==> src/rtl/uart_pkg.sv <==
// Shared UART definitions: FSM state encoding common to transmitter and receiver,
// default frame geometry and the line idle level.
package uart_pkg;

  typedef enum logic [1:0] {
    IDLE  = 2'd0,
    START = 2'd1,
    DATA  = 2'd2,
    STOP  = 2'd3
  } uart_state_e;

  localparam int   UART_NBITS   = 8;
  localparam int   UART_OS_RATE = 16;
  localparam logic LINE_IDLE    = 1'b1;

endpackage

==> src/rtl/uart_baud_tick.sv <==
// Oversample tick generator: divides clk by CLK_DIV, with a synchronous clear so
// a frame can be phase-aligned to its own start.
module uart_baud_tick #(
  parameter int CLK_DIV = 1
) (
  input  logic clk,
  input  logic rst_n,
  input  logic clear,
  output logic os_tick
);

  localparam int            CW   = (CLK_DIV > 1) ? $clog2(CLK_DIV) : 1;
  localparam logic [CW-1:0] TERM = CW'(CLK_DIV - 1);

  logic [CW-1:0] cnt;

  always_ff @(posedge clk or negedge rst_n) begin
    if (!rst_n) begin
      cnt <= '0;
    end else if (clear || cnt == TERM) begin
      cnt <= '0;
    end else begin
      cnt <= cnt + 1'b1;
    end
  end

  assign os_tick = (cnt == TERM);

endmodule

==> src/rtl/uart_tx.sv <==
// 8N1 UART transmitter with valid/ready byte input, 16x-oversampled bit timing
// and a one-cycle tx_done pulse at the end of each stop bit.
module uart_tx
  import uart_pkg::*;
#(
  parameter int CLK_DIV = 1,
  parameter int OS_RATE = UART_OS_RATE,
  parameter int NBITS   = UART_NBITS
) (
  input  logic             clk,
  input  logic             rst_n,
  input  logic             tx_valid,
  input  logic [NBITS-1:0] tx_data,
  output logic             tx_ready,
  output logic             tx,
  output logic             tx_busy,
  output logic             tx_done
);

  localparam int            OW       = $clog2(OS_RATE);
  localparam int            BW       = $clog2(NBITS) + 1;
  localparam logic [OW-1:0] OS_LAST  = OW'(OS_RATE - 1);
  localparam logic [BW-1:0] BIT_LAST = BW'(NBITS - 1);

  uart_state_e      state;
  logic [NBITS-1:0] shift_reg;
  logic [NBITS-1:0] shift_next;
  logic [OW-1:0]    os_cnt;
  logic [BW-1:0]    bit_cnt;
  logic             accept;
  logic             os_tick;
  logic             bit_end;

  assign tx_ready   = ~tx_busy;
  assign accept     = (state == IDLE) && tx_valid && tx_ready;
  assign bit_end    = os_tick && (os_cnt == OS_LAST);
  assign shift_next = shift_reg >> 1;

  uart_baud_tick #(
    .CLK_DIV(CLK_DIV)
  ) u_baud_tick (
    .clk    (clk),
    .rst_n  (rst_n),
    .clear  (accept),
    .os_tick(os_tick)
  );

  // Outputs are set on the same edge as the state change so tx, tx_busy and
  // tx_done line up exactly with the state they describe.
  always_ff @(posedge clk or negedge rst_n) begin
    if (!rst_n) begin
      state     <= IDLE;
      shift_reg <= '0;
      os_cnt    <= '0;
      bit_cnt   <= '0;
      tx        <= LINE_IDLE;
      tx_busy   <= 1'b0;
      tx_done   <= 1'b0;
    end else begin
      tx_done <= 1'b0;
      if (state != IDLE && os_tick) begin
        os_cnt <= bit_end ? '0 : os_cnt + 1'b1;
      end
      case (state)
        IDLE: begin
          if (accept) begin
            shift_reg <= tx_data;
            os_cnt    <= '0;
            bit_cnt   <= '0;
            tx        <= ~LINE_IDLE;
            tx_busy   <= 1'b1;
            state     <= START;
          end
        end
        START: begin
          if (bit_end) begin
            tx    <= shift_reg[0];
            state <= DATA;
          end
        end
        DATA: begin
          if (bit_end) begin
            shift_reg <= shift_next;
            bit_cnt   <= bit_cnt + 1'b1;
            if (bit_cnt == BIT_LAST) begin
              tx    <= LINE_IDLE;
              state <= STOP;
            end else begin
              tx <= shift_next[0];
            end
          end
        end
        STOP: begin
          if (bit_end) begin
            tx_busy <= 1'b0;
            tx_done <= 1'b1;
            state   <= IDLE;
          end
        end
        default: state <= IDLE;
      endcase
    end
  end

endmodule

==> config.mk <==
export PLATFORM = sky130hd
export DESIGN_NAME = uart_tx
export DESIGN_NICKNAME = d
export VERILOG_FILES = /design/src/rtl/uart_pkg.sv /design/src/rtl/uart_baud_tick.sv /design/src/rtl/uart_tx.sv
export SDC_FILE = /design/constraint.sdc
export NUM_CORES = 1
export LEC_CHECK = 0
export BUFFER_PORTS_ARGS = -buffer_cell sky130_fd_sc_hd__buf_2
export CAP_MARGIN = 20
export CORE_ASPECT_RATIO = 1.4
export CORE_MARGIN = 2
export CORE_UTILIZATION = 55
export DETAILED_ROUTE_END_ITERATION = 10
export PLACE_DENSITY = 0.87
export SLEW_MARGIN = 20
export SYNTH_ARGS = -nofsm -noshare
export SYNTH_HDL_FRONTEND = slang
export SYNTH_SLANG_ARGS = --single-unit
==> constraint.sdc <==
create_clock -name clk -period 3.39 [get_ports clk]
set_input_delay 0.5085 -clock clk [delete_from_list [all_inputs] [get_ports clk]]
set_output_delay 0.5085 -clock clk [all_outputs]
set_load 0.05 [all_outputs]
Word level (Yosys, flattened, before mapping)
Cells that the tools add are included.
{"block": "word_totals", "in_bits": 11, "out_inout_bits": 4, "wordCells": 64, "regBits": 22}
{"block": "op_classes", "n_reduce_logical": 14, "n_bitwise": 2, "eq_ne": 10, "add_sub_neg": 3, "muxes": 27}
{"op": "2-to-1 mux 4 bit", "count": 6}
{"op": "2-to-1 mux 8 bit", "count": 2}
{"op": "one-hot mux 8 bit (2 select lines)", "count": 1}
{"op": "2-to-1 mux 2 bit", "count": 5}
{"op": "2-to-1 mux 1 bit", "count": 9}
{"op": "adder 4 x 1 -> 4 bit, second input constant", "count": 2}
{"op": "inequality test 2 bit, second input constant", "count": 4}
{"op": "one-hot mux 2 bit (4 select lines)", "count": 1}
{"op": "one-hot mux 4 bit (2 select lines)", "count": 1}
{"op": "AND reduction 3 bit", "count": 2}
{"op": "nonzero test 2 bit", "count": 3}
{"op": "AND reduction 5 bit", "count": 1}
{"op": "== test 2 bit, second input constant", "count": 2}
{"op": "== test 4 x 3 -> 1 bit, second input constant", "count": 1}
{"op": "== test 4 bit, second input constant", "count": 1}
{"op": "logical AND 1 bit", "count": 4}
{"op": "AND reduction 4 bit", "count": 1}
{"op": "one-hot mux 1 bit (3 select lines)", "count": 1}
{"op": "nonzero test 3 bit", "count": 1}
{"op": "== test 2 x 1 -> 1 bit, second input constant", "count": 1}
{"op": "logical NOT 2 bit", "count": 1}
{"op": "inequality test 2 x 1 -> 1 bit, second input constant", "count": 1}
{"op": "NOT 1 bit", "count": 2}
{"op": "one-hot mux 1 bit (2 select lines)", "count": 1}
{"op": "2 further kinds", "count": 2}

Depth between registers and ports, before layout
{"block": "logic_depth", "depth_word": 6, "mapped_depth": 7}

Cells and area by module
Synthesis repeated with hierarchy kept, for this count alone.
{"block": "unflattened", "hier_cells": 118, "hier_area_um2": 1310.0}
{"mod": "uart_tx", "area_per_inst_um2": 1277.5, "n_inst": 1, "seq_area_each_um2": 526.8, "cells_each": 115}
{"mod": "uart_baud_tick", "area_per_inst_um2": 32.5, "n_inst": 1, "seq_area_each_um2": 25.0, "cells_each": 3}

Worst setup path after synthesis
No wires, ideal clock.
{"block": "synth_timing", "path_type": "register to register", "startpoint": "register os_cnt[0]", "endpoint": "register shift_reg[2]", "path_buffers": 1, "required_ps": 3265, "setup_time_ps": 125, "path_stages_with_launch": 7, "path_slack_ps": 1720, "arrival_time_ps": 1545, "path_cell_list": "dfrtp_1 -> ha_1 -> and4b_1 -> buf_6 -> mux2i_4 -> nor2_8 -> mux2_4"}
{"block": "synth_via", "elab_chain_cells": 4}
{"item": "start: declaration", "line_no": "uart_tx.sv:28", "text": "logic [OW-1:0] os_cnt;"}
{"item": "start signal: assignment", "line_no": "uart_tx.sv:62", "text": "os_cnt <= bit_end ? '0 : os_cnt + 1'b1;"}
{"item": "== test 4 bit", "line_no": "uart_tx.sv:36", "text": "assign bit_end = os_tick && (os_cnt == OS_LAST);"}
{"item": "logical AND 1 bit", "line_no": "uart_tx.sv:36"}
{"item": "inequality test 2 bit (no source line)"}
{"item": "AND reduction 3 bit (no source line)"}
{"item": "end signal: assignment", "line_no": "uart_tx.sv:67", "text": "shift_reg <= tx_data;"}
{"item": "end signal: assignment", "line_no": "uart_tx.sv:83", "text": "shift_reg <= shift_next;"}
{"item": "end: declaration", "line_no": "uart_tx.sv:26", "text": "logic [NBITS-1:0] shift_reg;"}
Every way passes these cells.
A chain may end at the register's enable or synchronous reset.

Worst setup path in the final report
{"block": "layout_timing", "startpoint": "register state[0]", "endpoint": "register state[0]"}
{"block": "layout_via", "elab_chain_cells": 5, "elab_cells_between_ends": 13, "cone_classes": "8 x eq/ne; 1 x mux; 4 x reduce/logical"}
{"item": "start: declaration", "line_no": "uart_tx.sv:25", "text": "uart_state_e state;"}
{"item": "start signal: assignment", "line_no": "uart_tx.sv:52", "text": "state <= IDLE;"}
{"item": "start signal: assignment", "line_no": "uart_tx.sv:72", "text": "state <= START;"}
{"item": "start signal: assignment", "line_no": "uart_tx.sv:78", "text": "state <= DATA;"}
{"item": "logical NOT 2 bit", "line_no": "uart_tx.sv:35, uart_tx.sv:64"}
{"item": "logical AND 1 bit (2 in a row)", "line_no": "uart_tx.sv:35", "text": "assign accept = (state == IDLE) && tx_valid && tx_ready;"}
{"item": "inequality test 2 x 1 -> 1 bit (no source line)"}
{"item": "AND reduction 5 bit (no source line)"}
Parallel ways exist; a longest one is shown, timed or not.

==> tab_implementation.tex <==
\begin{tabular}{lr}
\hline
Metric & Value \\
\hline
\multicolumn{2}{l}{\textbf{Outcome}} \\
\quad Result of the run & completed \\
\multicolumn{2}{l}{\textbf{Power}} \\
\quad Design internal power & 0.000327 W \\
\quad Max IR drop VDD & 229 uV \\
\quad Power per cell area & 297 nW/um2 \\
\quad Sequential share of power & 0.639 \\
\quad Clock power share & 0.296 \\
\quad Pleak & 0.681 nW \\
\quad Switching part of the total power & 0.225 \\
\quad Post-route total power & 0.000422 W \\
\quad Switching power summed over all nets & 0.0000950 W \\
\quad Combinational power share & 0.064 \\
\multicolumn{2}{l}{\textbf{Setup path}} \\
\quad Endpoint of the most critical register-to-register path & state[0] \\
\quad Worst reg2reg path startpoint & state[0] \\
\quad Setup crit end kind & flip-flop \\
\quad Kind of start point of the critical path & flip-flop \\
\quad Worst reg-to-reg setup slack & 1200 ps \\
\quad Worst path required time & 3590 ps \\
\quad WS Path Type & flip-flop to flip-flop \\
\quad Crit Path Max Fanout & 15 \\
\quad Logic depth of the worst register-to-register path & 6 \\
\quad Crit. Startpoint & state[0] \\
\quad Critical Path AT & 2390 ps \\
\multicolumn{2}{l}{\textbf{Die}} \\
\quad Initial Utilization & 0.568 \\
\quad Core outline area & 2340 um2 \\
\quad Die extent in x & 45.5 um \\
\quad Area enclosed by the die boundary & 2830 um2 \\
\quad Chip height & 62.1 um \\
\quad Total number of placement rows & 21 \\
\quad Num ports & 15 \\
\multicolumn{2}{l}{\textbf{Route}} \\
\quad Vias & 939 \\
\quad Number of nets with antenna violations after routing & 0 \\
\quad Routed vias/inst & 5.91 \\
\quad Remaining design rule violation count & 0 \\
\quad Initial DRC Count & 17 \\
\quad Overall routed net length & 2.34 mm \\
\quad WL per Instance & 14.7 um \\
\quad Iteration count of the initial detailed-routing pass & 4 \\
\multicolumn{2}{l}{\textbf{Clock network}} \\
\quad Source-to-sink clock delay at the later pin of the worst-skew pair & 310 ps \\
\quad Total number of H-tree levels & 1 \\
\quad Post-CTS setup buffers & 0 \\
\quad Clock transition at the registers of the reported paths & 120 ps \\
\quad Clock buffers created by TritonCTS & 3 \\
\quad Clock Sink Count & 22 \\
\quad CTS tree & yes \\
\quad Number of gates resized after CTS & 0 \\
\quad Max Buffers Root-to-Sink & 2 \\
\quad Clock root cell & sky130\_fd\_sc\_hd\_\_clkbuf\_4 \\
\quad Cts-stage hold buffer count & 0 \\
\multicolumn{2}{l}{\textbf{Layout}} \\
\quad Max reg flops & 8 \\
\quad Commonest non-fill, non-tap cell in the layout & sky130\_fd\_sc\_hd\_\_dfrtp\_1 \\
\quad Synthesis-to-finish area growth & 7.16\% \\
\quad Finished Core Util & 0.608 \\
\quad Multi-input combinational cell area & 723 um2 \\
\quad Nets@finish & 154 \\
\quad Fill cell total of the finished layout & 199 \\
\quad Proportion of layout cells with a drive suffix above 1 & 0.272 \\
\quad Most frequent cells in the layout & sky130\_fd\_sc\_hd\_\_dfrtp\_1 (21), sky130\_fd\_sc\_hd\_\_buf\_2 (14), sky130\_fd\_sc\_hd\_\_nand2\_1 (12), sky130\_fd\_sc\_hd\_\_o21ai\_0 (10), sky130\_fd\_sc\_hd\_\_mux2\_2 (8) \\
\quad \# diodes & 0 \\
\quad FF+latch area & 552 um2 \\
\multicolumn{2}{l}{\textbf{STA}} \\
\quad Highest achievable clock rate & 457 MHz \\
\quad Final Slew Violations & 0 \\
\quad Final Skew & 11.0 ps \\
\quad Sum of negative setup slack & 0 ps \\
\quad Max-slew headroom at the worst pin & 0.434 \\
\quad Final critical-path required period & 2190 ps \\
\quad Number of failing hold endpoints at the final stage & 0 \\
\quad Crit share post-route & 0.645 \\
\quad Unrepaired setup endpoints after global routing & no \\
\quad Actual transition at the worst max-transition pin & 848 ps \\
\quad \# setup viols final & 0 \\
\quad Hold WS & 135 ps \\
\multicolumn{2}{l}{\textbf{Logic synthesis}} \\
\quad Number of flip-flops and latches in the synthesized netlist & 22 \\
\quad Async S/R FF share, synth & 1.00 \\
\quad Synthesis Warnings & 0 \\
\quad Number of nets in the synthesized netlist & 140 \\
\quad Dominant register cell in the synthesized netlist & sky130\_fd\_sc\_hd\_\_dfrtp\_1 \\
\quad Area share of the leading cell type in the synthesized netlist & 0.396 \\
\quad Sequential cell area fraction in the yosys report & 0.416 \\
\quad Top cell type by total area after synthesis & sky130\_fd\_sc\_hd\_\_dfrtp\_1 \\
\quad Post-synth EDFFs & 0 \\
\quad Unique masters post-synth & 38 \\
\quad Cell area after synthesis & 1330 um2 \\
\quad Average cell area after synthesis & 10.8 um2 \\
\quad Cell count after synthesis & 123 \\
\quad Dominant cells by area after synthesis & sky130\_fd\_sc\_hd\_\_dfrtp\_1 (40\%), sky130\_fd\_sc\_hd\_\_mux2\_2 (6.8\%), sky130\_fd\_sc\_hd\_\_ha\_1 (5.7\%) \\
\multicolumn{2}{l}{\textbf{Global routing}} \\
\quad Antenna violations before repair & 0 \\
\quad Vias in the first global route & 971 \\
\quad Global-route usage over all layers & 0.193 \\
\quad Total global routing overflow & 0 \\
\quad Global-route wire length before repair & 4.08 mm \\
\quad Largest net degree at the start of global routing & 23 \\
\multicolumn{2}{l}{\textbf{Placed design}} \\
\quad Gp weighted congestion & 0.755 \\
\quad Post-DP HPWL & 1.72 mm \\
\quad Count of input and output buffers & 14 \\
\multicolumn{2}{l}{\textbf{Run}} \\
\quad Number of maximum-capacitance constraint violations & 0 \\
\multicolumn{2}{l}{\textbf{Hold path}} \\
\quad Worst hold path type & primary input to async pin \\
\hline
\end{tabular}
==> worst max-delay path: stages (launching register included) <==
cell	delay [ps]
sky130_fd_sc_hd__dfrtp_1	430
sky130_fd_sc_hd__inv_1	100
sky130_fd_sc_hd__ha_1	520
sky130_fd_sc_hd__inv_1	270
sky130_fd_sc_hd__nor2_8	270
sky130_fd_sc_hd__a21o_1	150
sky130_fd_sc_hd__mux2_2	340
==> stage by stage <==
| step | cell area [um2] | instances | setup WS (ps) |
|---|---|---|---|
| 2_1_floorplan | 1330 | 123 | 1720 |
| 6_report | 1420 | 159 | 1200 |
| 3_5_place_dp | 1400 | 155 | 1230 |
| 5_1_grt | 1420 | 159 | 1060 |
| 4_1_cts | 1420 | 159 | 1190 |
| 3_3_place_gp | 1400 | 155 | 1330 |
==> per-layer routing <==
layer / wire [um] / global-route usage
met5: 0 / 0
met4: 55 / 0.0919
met3: 76 / 0.0320
met2: 1220 / 0.317
met1: 987 / 0.235
==> worst max path at each step <==
stage | end | slack (ps) | depth (start not counted)
2_1_floorplan | shift_reg[2] | 1720 | 6
3_3_place_gp | state[0] | 1330 | 6
3_5_place_dp | state[0] | 1230 | 6
4_1_cts | state[0] | 1190 | 6
5_1_grt | state[0] | 1060 | 6
6_report | state[0] | 1200 | 6
==> cell usage after synthesis, types with 2 or more instances <==
cell type and count:
sky130_fd_sc_hd__nor2_8 2, sky130_fd_sc_hd__nand2_1 12, sky130_fd_sc_hd__buf_2 3, sky130_fd_sc_hd__dfrtp_1 21
sky130_fd_sc_hd__nand2b_1 2, sky130_fd_sc_hd__o22ai_1 2, sky130_fd_sc_hd__a31o_2 2, sky130_fd_sc_hd__nor2b_1 3
sky130_fd_sc_hd__a21oi_1 4, sky130_fd_sc_hd__o31a_1 3, sky130_fd_sc_hd__o21ai_0 10, sky130_fd_sc_hd__inv_1 6
sky130_fd_sc_hd__nor2_1 4, sky130_fd_sc_hd__ha_1 6, sky130_fd_sc_hd__a221o_1 2, sky130_fd_sc_hd__and2_1 2
sky130_fd_sc_hd__nand3_1 4, sky130_fd_sc_hd__mux2_4 5, sky130_fd_sc_hd__mux2i_1 4, sky130_fd_sc_hd__mux2_2 8
==> area by class of cell <==
cell class                 instances  area share
tap                               23      0.0202
multi-input combinational         90       0.508
timing repair buffer              14      0.0493
sequential                        22       0.388
clock buffer                       4      0.0185
inverter                           6      0.0158
==> cell families after synthesis <==
group           synth area share
xor+xnor                  0.0132
mux                        0.172
fa+ha+maj                 0.0565
other cells              0.00282
simple gates               0.155
flops                      0.416
buf+inv                   0.0396
compound gates             0.146
==> power by group through the flow <==
stage	Clock, W	Sequential [W]	Combinational [W]
2_1_floorplan	0	0.000274	0.0000162
3_3_place_gp	0	0.000274	0.0000266
3_5_place_dp	0	0.000275	0.0000279
4_1_cts	0.000129	0.000270	0.0000278
5_1_grt	0.000144	0.000270	0.0000307
6_report	0.000125	0.000270	0.0000271
No activity file was read; power rests on OpenSTA's default activity.
